**src/rtl/if_fetch_stage.sv**
```systemverilog
// Instruction-fetch stage: PC register, redirect mux, imem request handshake
// and the IF/ID pipeline register.
// Optional performance counters are enabled with the macro IF_FETCH_PERF_EN.
module if_fetch_stage #(
  parameter logic [31:0] RESET_PC   = 32'h0000_0000,
  parameter logic [31:0] EXC_VECTOR = 32'h8000_0008
) (
  input  logic        clk,
  input  logic        reset,
  input  logic        PC_Write,
  input  logic        IF_ID_Write,
  input  logic        IF_Flush,
  input  logic [2:0]  PCSrc,
  input  logic [31:0] branch_target,
  input  logic [31:0] jump_target,
  input  logic [31:0] jr_target,
  output logic        imem_req,
  output logic [31:0] imem_addr,
  input  logic        imem_ready,
  input  logic [31:0] imem_rdata,
  output logic [31:0] IF_PC,
  output logic [31:0] IF_ID_PC_plus4,
  output logic [31:0] IF_ID_Instruction,
  output logic        IF_ID_Valid
`ifdef IF_FETCH_PERF_EN
  ,
  output logic [31:0] perf_fetched,
  output logic [31:0] perf_stall_cycles,
  output logic [31:0] perf_flushes
`endif
);

  typedef enum logic [1:0] {
    S_IDLE,
    S_WAIT,
    S_HOLD
  } state_t;

  state_t      state;
  logic [31:0] pc;
  logic [31:0] buffer;
  logic        kill;
  logic [31:0] kill_addr;

  logic        redirect_valid;
  logic [31:0] redirect_target;
  logic [31:0] pc_plus4;
  logic        word_in;
  logic        load_mem;
  logic        load_buf;
  logic        advance;

  // Redirect target selection; unlisted PCSrc codes only squash
  always_comb begin
    redirect_valid  = 1'b1;
    redirect_target = pc;
    case (PCSrc)
      3'b001:  redirect_target = branch_target;
      3'b010:  redirect_target = jump_target;
      3'b011:  redirect_target = jr_target;
      3'b100:  redirect_target = EXC_VECTOR;
      default: redirect_valid  = 1'b0;
    endcase
  end

  assign pc_plus4 = pc + 32'd4;

  // A usable word is one that returns for a live (non-killed) request
  // in a cycle that is not itself being flushed.
  assign word_in  = (state == S_WAIT) && imem_ready && !kill && !IF_Flush;
  assign load_mem = word_in && IF_ID_Write;
  assign load_buf = (state == S_HOLD) && IF_ID_Write && !IF_Flush;
  assign advance  = (load_mem || load_buf) && PC_Write;

  assign imem_req  = (state == S_WAIT);
  // While a killed response is still outstanding the bus keeps the old
  // address even though the PC has already been redirected.
  assign imem_addr = kill ? kill_addr : pc;
  assign IF_PC     = pc;

  // Fetch FSM, PC register and IF/ID register
  always_ff @(posedge clk or negedge reset) begin
    if (!reset) begin
      state             <= S_IDLE;
      pc                <= {RESET_PC[31:2], 2'b00};
      buffer            <= '0;
      kill              <= 1'b0;
      kill_addr         <= '0;
      IF_ID_Instruction <= '0;
      IF_ID_PC_plus4    <= '0;
      IF_ID_Valid       <= 1'b0;
    end else begin
      case (state)
        S_IDLE: state <= S_WAIT;
        S_WAIT: begin
          if (imem_ready) begin
            kill <= 1'b0;
            if (!kill && !IF_Flush && !IF_ID_Write) begin
              buffer <= imem_rdata;
              state  <= S_HOLD;
            end
          end else if (IF_Flush && !kill) begin
            kill      <= 1'b1;
            kill_addr <= pc;
          end
        end
        S_HOLD: begin
          if (IF_Flush || IF_ID_Write) state <= S_WAIT;
        end
        default: state <= S_IDLE;
      endcase

      if (IF_Flush) begin
        IF_ID_Instruction <= '0;
        IF_ID_Valid       <= 1'b0;
      end else if (load_mem) begin
        IF_ID_Instruction <= imem_rdata;
        IF_ID_PC_plus4    <= pc_plus4;
        IF_ID_Valid       <= 1'b1;
      end else if (load_buf) begin
        IF_ID_Instruction <= buffer;
        IF_ID_PC_plus4    <= pc_plus4;
        IF_ID_Valid       <= 1'b1;
      end else if (IF_ID_Write) begin
        IF_ID_Instruction <= '0;
        IF_ID_Valid       <= 1'b0;
      end

      if (IF_Flush && redirect_valid) begin
        pc <= {redirect_target[31:2], 2'b00};
      end else if (advance) begin
        pc <= {pc_plus4[31:2], 2'b00};
      end
    end
  end

`ifdef IF_FETCH_PERF_EN
  // Saturating performance counters
  always_ff @(posedge clk or negedge reset) begin
    if (!reset) begin
      perf_fetched      <= '0;
      perf_stall_cycles <= '0;
      perf_flushes      <= '0;
    end else begin
      if ((load_mem || load_buf) && !IF_Flush && perf_fetched != '1)
        perf_fetched <= perf_fetched + 32'd1;
      if (!IF_ID_Write && perf_stall_cycles != '1)
        perf_stall_cycles <= perf_stall_cycles + 32'd1;
      if (IF_Flush && perf_flushes != '1)
        perf_flushes <= perf_flushes + 32'd1;
    end
  end
`endif

endmodule

```
**config.mk**
```make
export PLATFORM = sky130hd
export DESIGN_NAME = if_fetch_stage
export DESIGN_NICKNAME = d
export VERILOG_FILES = /design/src/rtl/if_fetch_stage.sv
export SDC_FILE = /design/constraint.sdc
export NUM_CORES = 1
export LEC_CHECK = 0
export ABC_AREA = 1
export CORE_MARGIN = 5
export CORE_UTILIZATION = 51
export DETAILED_ROUTE_END_ITERATION = 16
export PLACE_DENSITY = 0.87
export RECOVER_POWER = 25
export SKIP_CTS_REPAIR_TIMING = 1
export SYNTH_ARGS = -nofsm -noshare
export SYNTH_HDL_FRONTEND = slang
export SYNTH_SLANG_ARGS = --single-unit
export TNS_END_PERCENT = 30
```
**constraint.sdc**
```tcl
create_clock -name clk -period 4.1 [get_ports clk]
set_input_delay 0.82 -clock clk [delete_from_list [all_inputs] [get_ports clk]]
set_output_delay 0.82 -clock clk [all_outputs]
set_load 0.03 [all_outputs]
```
# Word-level counts from Yosys, hierarchy flattened
# Index checks and enable logic that the tools add are counted.
[word_totals] in_bits=137 out_inout_bits=130 elab_cells=71 ff_bits=164
[op_classes] reduce_logical=28 add_sub_neg=1 n_eq_ne=10 mux=21 bitwise=2
[op_table] op="32-bit 2-to-1 mux" count=9
[op_table] op="32-bit case mux with 4 select lines" count=1
[op_table] op="32-bit by 3-bit adder with 32-bit output, second input constant" count=1
[op_table] op="1-bit logical AND" count=11
[op_table] op="3-bit AND reduction" count=3
[op_table] op="1-bit 2-to-1 mux" count=7
[op_table] op="3-bit by 2-bit == test with 1-bit output, second input constant" count=2
[op_table] op="2-bit 2-to-1 mux" count=3
[op_table] op="2-bit by 1-bit inequality test with 1-bit output, second input constant" count=3
[op_table] op="2-bit case mux with 3 select lines" count=1
[op_table] op="2-bit AND reduction" count=3
[op_table] op="2-bit nonzero test" count=3
[op_table] op="5-bit by 1-bit inequality test with 1-bit output, second input constant" count=1
[op_table] op="4-bit nonzero test" count=1
[op_table] op="4-bit OR reduction" count=1
[op_table] op="3-bit by 1-bit == test with 1-bit output, second input constant" count=1
[op_table] op="3-bit == test, second input constant" count=1
[op_table] op="1-bit logical NOT" count=3
[op_table] op="2-bit by 1-bit == test with 1-bit output, second input constant" count=1
[op_table] op="2-bit == test, second input constant" count=1
[op_table] op="2-bit logical NOT" count=1
[op_table] op="1-bit logical OR" count=2
[op_table] op="1-bit inverter" count=2

# Logic depth before layout (Yosys ltp)
# Gate-level depths: netlist of run 1.
[depth] ltp_word=9 ltp_mapped=12

# Worst setup path after synthesis of run 1
# OpenSTA, ideal clock, no wires.
[synth_timing] kind="reg-to-output" from="register pc[2], in the netlist IF_PC[2]" to="output port imem_addr[2]" path_buffers=0 setup_slack_ns=1.871 arrival_ns=1.409 path_stages_with_launch=3 cell_sequence="dfrtp_1 > inv_1 > o21ai_0"
[synth_via] elab_chain_cells=1
[synth_lines] element="from (decl)" line_no="40" source="logic [31:0] pc;"
[synth_lines] element="from (signal assigned)" line_no="85" source="pc <= {RESET_PC[31:2], 2'b00};"
[synth_lines] element="from (signal assigned)" line_no="130" source="pc <= {redirect_target[31:2], 2'b00};"
[synth_lines] element="from (signal assigned)" line_no="132" source="pc <= {pc_plus4[31:2], 2'b00};"
[synth_lines] element="32-bit 2-to-1 mux" line_no="78" source="assign imem_addr = kill ? kill_addr : pc;"
[synth_lines] element="to (decl)" line_no="18" source="output logic [31:0] imem_addr,"
# No other way between the ends.

# Worst setup path in the final report of run 1
[layout_timing] from="register kill" to="output port imem_addr[24]"
[layout_via] elab_chain_cells=1
[layout_lines] element="from (decl)" line_no="42" source="logic kill;"
[layout_lines] element="from (signal assigned)" line_no="87" source="kill <= 1'b0;"
[layout_lines] element="from (signal assigned)" line_no="97" source="kill <= 1'b0;"
[layout_lines] element="from (signal assigned)" line_no="103" source="kill <= 1'b1;"
[layout_lines] element="32-bit 2-to-1 mux" line_no="78"
# No other way between the ends.

==> results of run 1 <==
-- state kept, by name, indices dropped and copies added (netlist names) --
register / count
IF_ID_Valid: 1
buffer: 32
IF_ID_Instruction: 32
kill: 1
IF_ID_PC_plus4: 30
kill_addr: 30
state: 2
IF_PC: 30
-- metrics by stage --
stage / worst slack (ns) / hold WS (ns)
finish: 1.01 / 0.469
global route: 0.895 / 0.488
CTS: 1.02 / 0.470
detailed placement: 0.920 / 0.462
global placement: 0.977 / 0.459
floorplan: 1.87 / 0.453
-- synthesized netlist by cell type, types with 12 or more instances --
cell | instances | share of area
clkbuf_1 | 19 | 0.0085
o21ai_0 | 106 | 0.063
a31oi_1 | 12 | 0.0089
nand2_1 | 454 | 0.20
o211ai_1 | 33 | 0.029
inv_1 | 88 | 0.039
nor2_1 | 74 | 0.033
dfrtp_1 | 158 | 0.47
buf_2 | 27 | 0.016
nand4_1 | 12 | 0.0089
inv_2 | 21 | 0.0094
nand3_1 | 104 | 0.062
-- how the worst max path moves through the flow --
stage | start | end | slack (ns) | cells past startpoint
after global placement | PCSrc[1] | IF_PC[16] | 0.98 | 9
after global routing | kill | imem_addr[24] | 0.89 | 4
after CTS | kill | imem_addr[19] | 1.02 | 4
after detailed placement | PCSrc[1] | IF_PC[16] | 0.92 | 9
final | kill | imem_addr[24] | 1.01 | 4
after floorplan | IF_PC[2] | imem_addr[2] | 1.87 | 2
-- cells by family after synthesis --
group / share of synthesized area
flip-flops: 0.470
AND/OR/NAND/NOR: 0.326
adder cells (fa/ha/maj): 0.00149
AO/OA/AOI/OAI: 0.106
XOR/XNOR: 0.00728
other: 0.000445
buffers and inverters: 0.0901
-- worst register-to-register path, stage by stage (launching register included) --
cell and delay (ns):
dfrtp_1 0.37, buf_4 0.31, nor2_1 0.21, nand3_2 0.82
o21ai_0 0.59
-- routing by layer --
layer,vias up,global-route usage,routed length (um)
met5,-,0,0
met4,0,0.107,832
met1,3853,0.336,10400
met2,444,0.457,12300
li1,4147,-,-
met3,63,0.0760,2500
-- cells in the final DEF, fill, tap and decap left out --
master and instances:
a21oi_1 5, a31oi_1 12, and2_1 1, buf_4 10, bufinv_16 4, clkbuf_1 3
clkbuf_16 17, clkbuf_2 1, clkbuf_8 2, clkdlybuf4s50_1 253, clkinv_1 2, clkinv_2 2
clkinv_4 1, clkinvlp_4 3, conb_1 6, dfrtp_1 158, ha_1 1, inv_1 88
inv_2 21, nand2_1 453, nand2_2 5, nand2_4 1, nand3_1 103, nand3_2 2
nand4_1 12, nor2_1 74, nor2_2 10, nor2_4 3, nor3_1 1, nor3_2 1
o211ai_1 33, o21ai_0 106, o21ai_1 2, xor2_1 7
-- area by class of cell --
| cell class | count | share of cell area |
|---|---|---|
| sequential | 158 | 0.340 |
| multi-input combinational | 838 | 0.321 |
| timing repair buffer | 264 | 0.225 |
| clock buffer | 22 | 0.0400 |
| inverter | 111 | 0.0359 |
| tap | 220 | 0.0237 |
| clock inverter | 10 | 0.0139 |
-- power by group through the flow --
stage / Sequential, mW / Combinational, mW / Clock [mW]
global route: 2.35 / 2.57 / 1.75
global placement: 2.29 / 2.32 / 0
CTS: 2.29 / 2.38 / 1.69
detailed placement: 2.31 / 2.37 / 0
floorplan: 2.64 / 0.939 / 0
finish: 2.30 / 2.38 / 1.66
==> results.ini, run 1 <==
[power_and_ir_drop]
power_per_cell_area_mw_per_mm2=546
internal_power_mw=3.94
p_seq_frac=0.363
irDropWorstVdd_mv=0.350
switching_share=0.378
p_sw_mw=2.40
total_power_mw=6.34
pwr-share-clk=0.262
p_leak_nw=5.26
combPwrFrac=0.375

[clock_network]
numCtsBuffers=17
cts_buffer_depth=2
clk_pin_slew_ns=0.06
htreeDepth=4
clock_latency_ns=0.42
cts_root_buf=clkbuf_16
cts_num_sinks=158
cts_tree=done

[worst_setup_path]
crit_slowest_cell=clkdlybuf4s50_1
crit_type=reg -> out
cp.buffers_inverters=2
cp.required_ns=3.28
endpoint_kind=output pin
reg2regPathDepth=4
crit_path_start_kind=flip-flop
reg2reg_to=kill_addr[26]
path_cells=buf_4, nand2_1, o21ai_0, clkdlybuf4s50_1
ff2ff_setup_slack_ns=1.68
slowest_delay_ns=0.74
critPathTopFamily=buffers and inverters
critPathArrivalTime_ns=2.27
crit_fanout=64
r2r-start=kill

[timing]
fin_tns_setup_ns=0
maxSlewHeadroom=-0.395
hold_viol=0
min_period_ns=3.09
rsz0062_at_grt=no
worst_pin_slew_ns=2.09
report.final.slew_viol_count=86
finClkSkew_ns=0.00833
setup_viol=0
fmax_mhz=324
fin_crit_sh=0.753

[floorplanning]
io_pins=267
coreArea_mm2=0.0164
rows=47
fp.dieH_um=138
initial_utilization=0.513
die_area_mm2=0.0192
die-width_um=138

[layout]
nets=1528
area_growth_pct=38.0
multi_input_area_mm2=0.00373
layoutNonFillerInstCount=1623
seq_area_mm2=0.00395
fillers=1282
antenna_cells=0
drive_gt1_frac=0.0592
utilization=0.708
final_cell_area_mm2=0.0116

[synthesis]
ys_types=29
netlist_instances=1166
ys.flop_type=dfrtp_1
ys_seq_area_frac=0.470
synth.cell_area_mm2=0.00842
synth-edff-count=0
synth_seq_cells=158
synth-async-reset-ratio=1.00
postSynthAreaPerCell_um2=7.22
yosys_warnings=0

[route]
drt_iter0_drc=837
wl_per_cell_um=16.0
viasPerCell=5.24
drtAntennaViolNets=0
drt_pass1_iterations=7
wl_um=25900
via_count=8507
drc_errors=0

[status]
status=finished with violations
violations=capacitance limit, slew limit

[global_routing]
grt_pass1_vias=8186
grt_usage=0.273
antenna_found_initial=0
grt_start_max_net_pins=86
grt_pass1_wl_um=42300
grt_remaining_overflow=0

[place]
place_inst=1591
numPortBuffers=254
dp_hpwl_um=19000
gp_congestion=0.951
place_area_mm2=0.0110

[min_path]
worstHoldPathCells=2
min_to=IF_ID_PC_plus4[3]
hold_path.class=reg -> reg
hp-start=IF_ID_PC_plus4[3]

[run]
maxCapViolations=1

No activity file was read; power rests on OpenSTA's default activity.
==> run 2: changes to the inputs <==
Settings changed: CORE_UTILIZATION 51 to 47, PLACE_DENSITY 0.87 to 0.81.
Clock period 4.1 ns to 3.05 ns, I/O delays scaled along.
==> run 2 against run 1 <==
Effect of this change: the run still ends with capacitance limit, slew limit left; clock skew up 0.0060 ns; sequential share of layout area down 0.36 points; critical path depth fell by 1; largest power group unchanged.
==> results.ini, run 2 (same netlist as run 1, synthesis figures left out) <==
[timing]
min_period_ns=2.70
setup_viol=0  ; unchanged
finalWorstSetupSlack_ns=0.346  ; -0.665 ns
finClkSkew_ns=0.0144  ; +0.00604 ns
fin_crit_sh=0.887
hold_viol=0  ; unchanged
worst_pin_slew_ns=1.89  ; -0.205 ns
fmax_mhz=370
worst_hold_slack_ns=0.478  ; +0.00881 ns
fin_tns_setup_ns=0  ; unchanged
maxSlewHeadroom=-0.259  ; +0.137
rsz0062_at_grt=no
report.final.slew_viol_count=76  ; -12%

[power_and_ir_drop]
irDropWorstVdd_mv=0.371  ; +6.1%
p_leak_nw=5.31  ; +1.1%
power_per_cell_area_mw_per_mm2=725  ; +33%
total_power_mw=8.51  ; +34%

[worst_setup_path]
slowest_delay_ns=0.74  ; about the same
ff2ff_setup_slack_ns=1.11  ; -0.57 ns
path_cells=buf_12, o21ai_0, clkdlybuf4s50_1
crit_type=reg -> out
critPathArrivalTime_ns=2.09  ; -0.18 ns
endpoint_kind=output pin
crit_fanout=64  ; unchanged
crit_slowest_cell=clkdlybuf4s50_1
crit_path_start_kind=flip-flop
cp.required_ns=2.44  ; -0.84 ns

[layout]
multi_input_area_mm2=0.00373  ; unchanged
top_regs=IF_ID_Instruction (32), buffer (32)
area_growth_pct=39.5
layout_commonest_cell=nand2_1
drive_gt1_frac=0.0666  ; +0.00746
nets=1537  ; +0.59%
fillers=1523  ; +19%
antenna_cells=0  ; unchanged
final_cell_mix=nand2_1, clkdlybuf4s50_1, dfrtp_1
layoutNonFillerInstCount=1640  ; +1.0%
utilization=0.660  ; -0.0476
seq_area_mm2=0.00395  ; unchanged
final_cell_area_mm2=0.0117  ; +1.1%

[clock_network]
cts_root_buf=clkbuf_16
clock_latency_ns=0.43  ; about the same
cts_tree=done
clk_pin_slew_ns=0.06  ; about the same
htreeDepth=4  ; unchanged
numCtsBuffers=17  ; unchanged
cts_buffer_depth=2  ; unchanged
cts_num_sinks=158  ; unchanged

[route]
drc_errors=0  ; unchanged
wl_per_cell_um=15.7  ; -1.5%
drt_iter0_drc=660  ; -21%
drtAntennaViolNets=0  ; unchanged
wl_um=25800  ; -0.45%
via_count=8473  ; -0.40%
viasPerCell=5.17  ; -1.4%
drt_pass1_iterations=5  ; -2

[place]
dp_worst_setup_slack_ns=0.493  ; -0.428 ns
dp_hpwl_um=19500  ; +2.5%
numPortBuffers=254  ; unchanged
place_area_mm2=0.0111  ; +1.2%
gp_congestion=0.927  ; -2.6%
place_inst=1609  ; +1.1%

[run]
maxCapViolations=1  ; unchanged

[floorplanning]
die_area_mm2=0.0207  ; +7.9%
rows=49  ; +4.3%
coreArea_mm2=0.0178  ; +8.4%
fp.dieH_um=144  ; +3.9%
die-width_um=144  ; +3.9%
initial_utilization=0.474  ; -0.0396
io_pins=267  ; unchanged

[global_routing]
antenna_found_initial=0  ; unchanged
grt_pass1_vias=8082  ; -1.3%
grt_usage=0.249  ; -0.0235
grt_pass1_wl_um=40800  ; -3.6%
grt_remaining_overflow=0  ; unchanged
grt_start_max_net_pins=77  ; -10%

[status]
status=finished with violations
violations=capacitance limit, slew limit

[min_path]
hold_path.class=reg -> reg

[run 2: power by group]
| group | switching [mW] | internal (mW) |
|---|---|---|
| sequential | 0.415 | 2.66 |
| clock | 0.858 | 1.36 |
| combinational | 1.97 | 1.25 |
[run 2: path summary, 6_finish.rpt]
path / start / to / cells after the start
worst max-delay path: kill / imem_addr[18] / 3
worst min-delay path: IF_ID_PC_plus4[6] / IF_ID_PC_plus4[6] / 2
worst max register to register: IF_PC[2] / IF_PC[24] / 10
worst min register to register: IF_ID_PC_plus4[6] / IF_ID_PC_plus4[6] / 2
max in group asynchronous: reset / IF_PC[23] / 2
min in group asynchronous: reset / IF_ID_Instruction[0] / 1
[run 2: worst max-delay path, delay by kind of cell, from the launching register on]
kind | cells | cell delay [ns]
DFF | 1 | 0.40
AOI/OAI and AO/OA | 1 | 0.31
buffers and inverters | 2 | 0.93
[run 2: area by class of cell]
| cell class | instances | share of cell area |
|---|---|---|
| Sequential cell | 158 | 0.337 |
| Clock buffer | 20 | 0.0397 |
| Clock inverter | 11 | 0.0132 |
| Timing Repair Buffer | 273 | 0.232 |
| Multi-Input combinational cell | 838 | 0.318 |
| Tap cell | 229 | 0.0244 |
| Inverter | 111 | 0.0355 |
[run 2: metal layers]
layer / global-route usage / wire length [um]
met3: 0.0702 / 2400
met1: 0.314 / 10500
met5: 0 / 0
met4: 0.0862 / 597
met2: 0.413 / 12300
==> run 3: changes to the inputs <==
Settings changed: CORE_ASPECT_RATIO set to 1.75, CTS_CLUSTER_DIAMETER set to 120, MAX_ROUTING_LAYER set to met4.
==> run 3 against run 2 <==
Effect of this change: the flow still finishes with violations (capacitance limit, slew limit); sequential power barely moved; cell count increased by 0.18%; sequential cell count stayed put; sequential share of layout area barely moved; routed wire length up 0.47%; highest routed layer unchanged; clock power grew 5%; utilization increased by 0.90 points; die area increased by 0.51%; via count is 0.31% lower; total power grew 1.0%; first-iteration DRC count decreased by 7.4%.
==> results.ini, run 3 (same netlist as run 1, synthesis figures left out) <==
[status]
status=finished with violations
violations=capacitance limit, slew limit

[power_and_ir_drop]
p_sw_mw=3.22  ; -0.61%
pwr-share-clk=0.269  ; +0.009
p_leak_nw=5.32  ; about the same
internal_power_mw=5.37  ; +2.0%
p_seq_frac=0.358  ; -0.003
power_per_cell_area_mw_per_mm2=732  ; +1.0%
irDropWorstVdd_mv=0.337  ; -9.3%
combPwrFrac=0.373  ; -0.005
switching_share=0.375  ; -0.00613

[min_path]
hp-start=IF_ID_PC_plus4[7]
min_to=IF_ID_PC_plus4[7]
worstHoldPathCells=2  ; unchanged
hold_path.class=reg -> reg

[route]
via_count=8447  ; -0.31%
drtAntennaViolNets=0  ; unchanged
drt_iter0_drc=611  ; -7.4%
drc_errors=0  ; unchanged
wl_um=26000  ; +0.47%
viasPerCell=5.14  ; -0.49%
wl_per_cell_um=15.8  ; +0.29%
drt_pass1_iterations=6  ; +1

[worst_setup_path]
crit_type=reg -> out
crit_slowest_cell=clkdlybuf4s50_1
critical_path.startpoint=kill
critPathArrivalTime_ns=2.19  ; +0.10 ns
path_cells=buf_12, o21ai_0, clkdlybuf4s50_1
cp.required_ns=2.44  ; about the same
critPathTopFamily=buffers and inverters
reg2reg_to=IF_PC[24]
endpoint_kind=output pin
reg2regPathDepth=10  ; unchanged
crit_path_start_kind=flip-flop
cp.buffers_inverters=2  ; unchanged
r2r-start=IF_PC[2]
crit_fanout=64  ; unchanged
ff2ff_setup_slack_ns=1.02  ; -0.09 ns
slowest_delay_ns=0.76  ; +0.02 ns

[timing]
worst_pin_slew_ns=1.80  ; -0.0837 ns
maxSlewHeadroom=-0.203  ; +0.0558
fin_crit_sh=0.918  ; +0.0311
hold_viol=0  ; unchanged
fmax_mhz=357  ; -3.4%
finClkSkew_ns=0.0124  ; -0.00195 ns
report.final.slew_viol_count=74  ; -2.6%
min_period_ns=2.80  ; +0.0950 ns
setup_viol=0  ; unchanged
rsz0062_at_grt=no
fin_tns_setup_ns=0  ; unchanged

[floorplanning]
rows=64  ; +31%
die_area_mm2=0.0208  ; +0.51%
coreArea_mm2=0.0175  ; -1.4%
die-width_um=111  ; -23%
initial_utilization=0.480  ; +0.00655
io_pins=267  ; unchanged
fp.dieH_um=187  ; +30%

[global_routing]
grt_pass1_wl_um=41800  ; +2.5%
grt_usage=0.254  ; +0.00460
grt_start_max_net_pins=74  ; -3.9%
grt_pass1_vias=8170  ; +1.1%
grt_remaining_overflow=0  ; unchanged
antenna_found_initial=0  ; unchanged

[layout]
antenna_cells=0  ; unchanged
drive_gt1_frac=0.0637  ; -0.00288
top_regs=IF_ID_Instruction (32), buffer (32)
area_growth_pct=39.4  ; about the same
final_cell_mix=nand2_1, clkdlybuf4s50_1, dfrtp_1
layout_commonest_cell=nand2_1
layoutNonFillerInstCount=1643  ; +0.18%
nets=1538  ; +0.065%

[place]
gp_congestion=0.863  ; -6.9%
place_inst=1612  ; +0.19%
numPortBuffers=254  ; unchanged
dp_hpwl_um=19600  ; +0.21%

[run]
maxCapViolations=1  ; unchanged

[clock_network]
clk_pin_slew_ns=0.06  ; about the same
cts_tree=done
clock_latency_ns=0.42  ; about the same
cts_root_buf=clkbuf_16
htreeDepth=4  ; unchanged
cts_buffer_depth=2  ; unchanged
numCtsBuffers=17  ; unchanged
cts_num_sinks=158  ; unchanged

==> run 3: power groups by stage <==
stage | Clock [mW] | Sequential [mW] | Combinational (mW)
floorplan | 0 | 3.55 | 1.26
global placement | 0 | 3.07 | 3.17
detailed placement | 0 | 3.10 | 3.21
CTS | 2.35 | 3.07 | 3.24
global route | 2.43 | 3.14 | 3.47
finish | 2.31 | 3.08 | 3.21
==> run 3: per-stage QoR <==
step | power (mW) | hold WS [ns] | utilization | setup WS (ns) | area (um2)
floorplan | 4.81 | 0.314 | - | 1.03 | 8440
global placement | 6.24 | 0.456 | 0.634 | 0.457 | 11100
detailed placement | 6.31 | 0.465 | 0.634 | 0.403 | 11100
CTS | 8.65 | 0.225 | 0.671 | 0.240 | 11800
global route | 9.03 | 0.499 | 0.669 | 0.211 | 11700
finish | 8.59 | 0.479 | 0.669 | 0.251 | 11700
==> run 3: how the worst max path moves through the flow <==
stage | endpoint | cells after the start
floorplan | imem_addr[2] | 2
global placement | IF_PC[31] | 11
detailed placement | IF_PC[31] | 11
CTS | imem_addr[21] | 3
global route | imem_addr[21] | 3
finish | imem_addr[21] | 3
==> run 3: worst reg2reg max path: stages (launching register included) <==
cell and delay (ns):
dfrtp_1 0.49, ha_1 0.25, nand2_1 0.08, nor2_2 0.19
nand2_1 0.17, nor2_1 0.34, nand2_1 0.09, nand2_1 0.09
nand3_1 0.10, nand2_1 0.08, nand2_1 0.04
==> run 3: layout make-up <==
cell class | instances | area (um2)
Timing Repair Buffer | 274 | 2710
Fill cell | 1488 | 5800
Clock buffer | 20 | 447
Clock inverter | 11 | 189
Sequential cell | 158 | 3950
Multi-Input combinational cell | 838 | 3730
Inverter | 111 | 417
Tap cell | 231 | 289
==> run 3: routing by layer <==
layer  vias to the layer above  global-route usage  wire length, um
li1                       4161                   -                -
met1                      3875               0.287            10000
met2                       369               0.448            13600
met3                        42              0.0447             1640
met4                         0              0.0904              688
met5                         -                   -                0
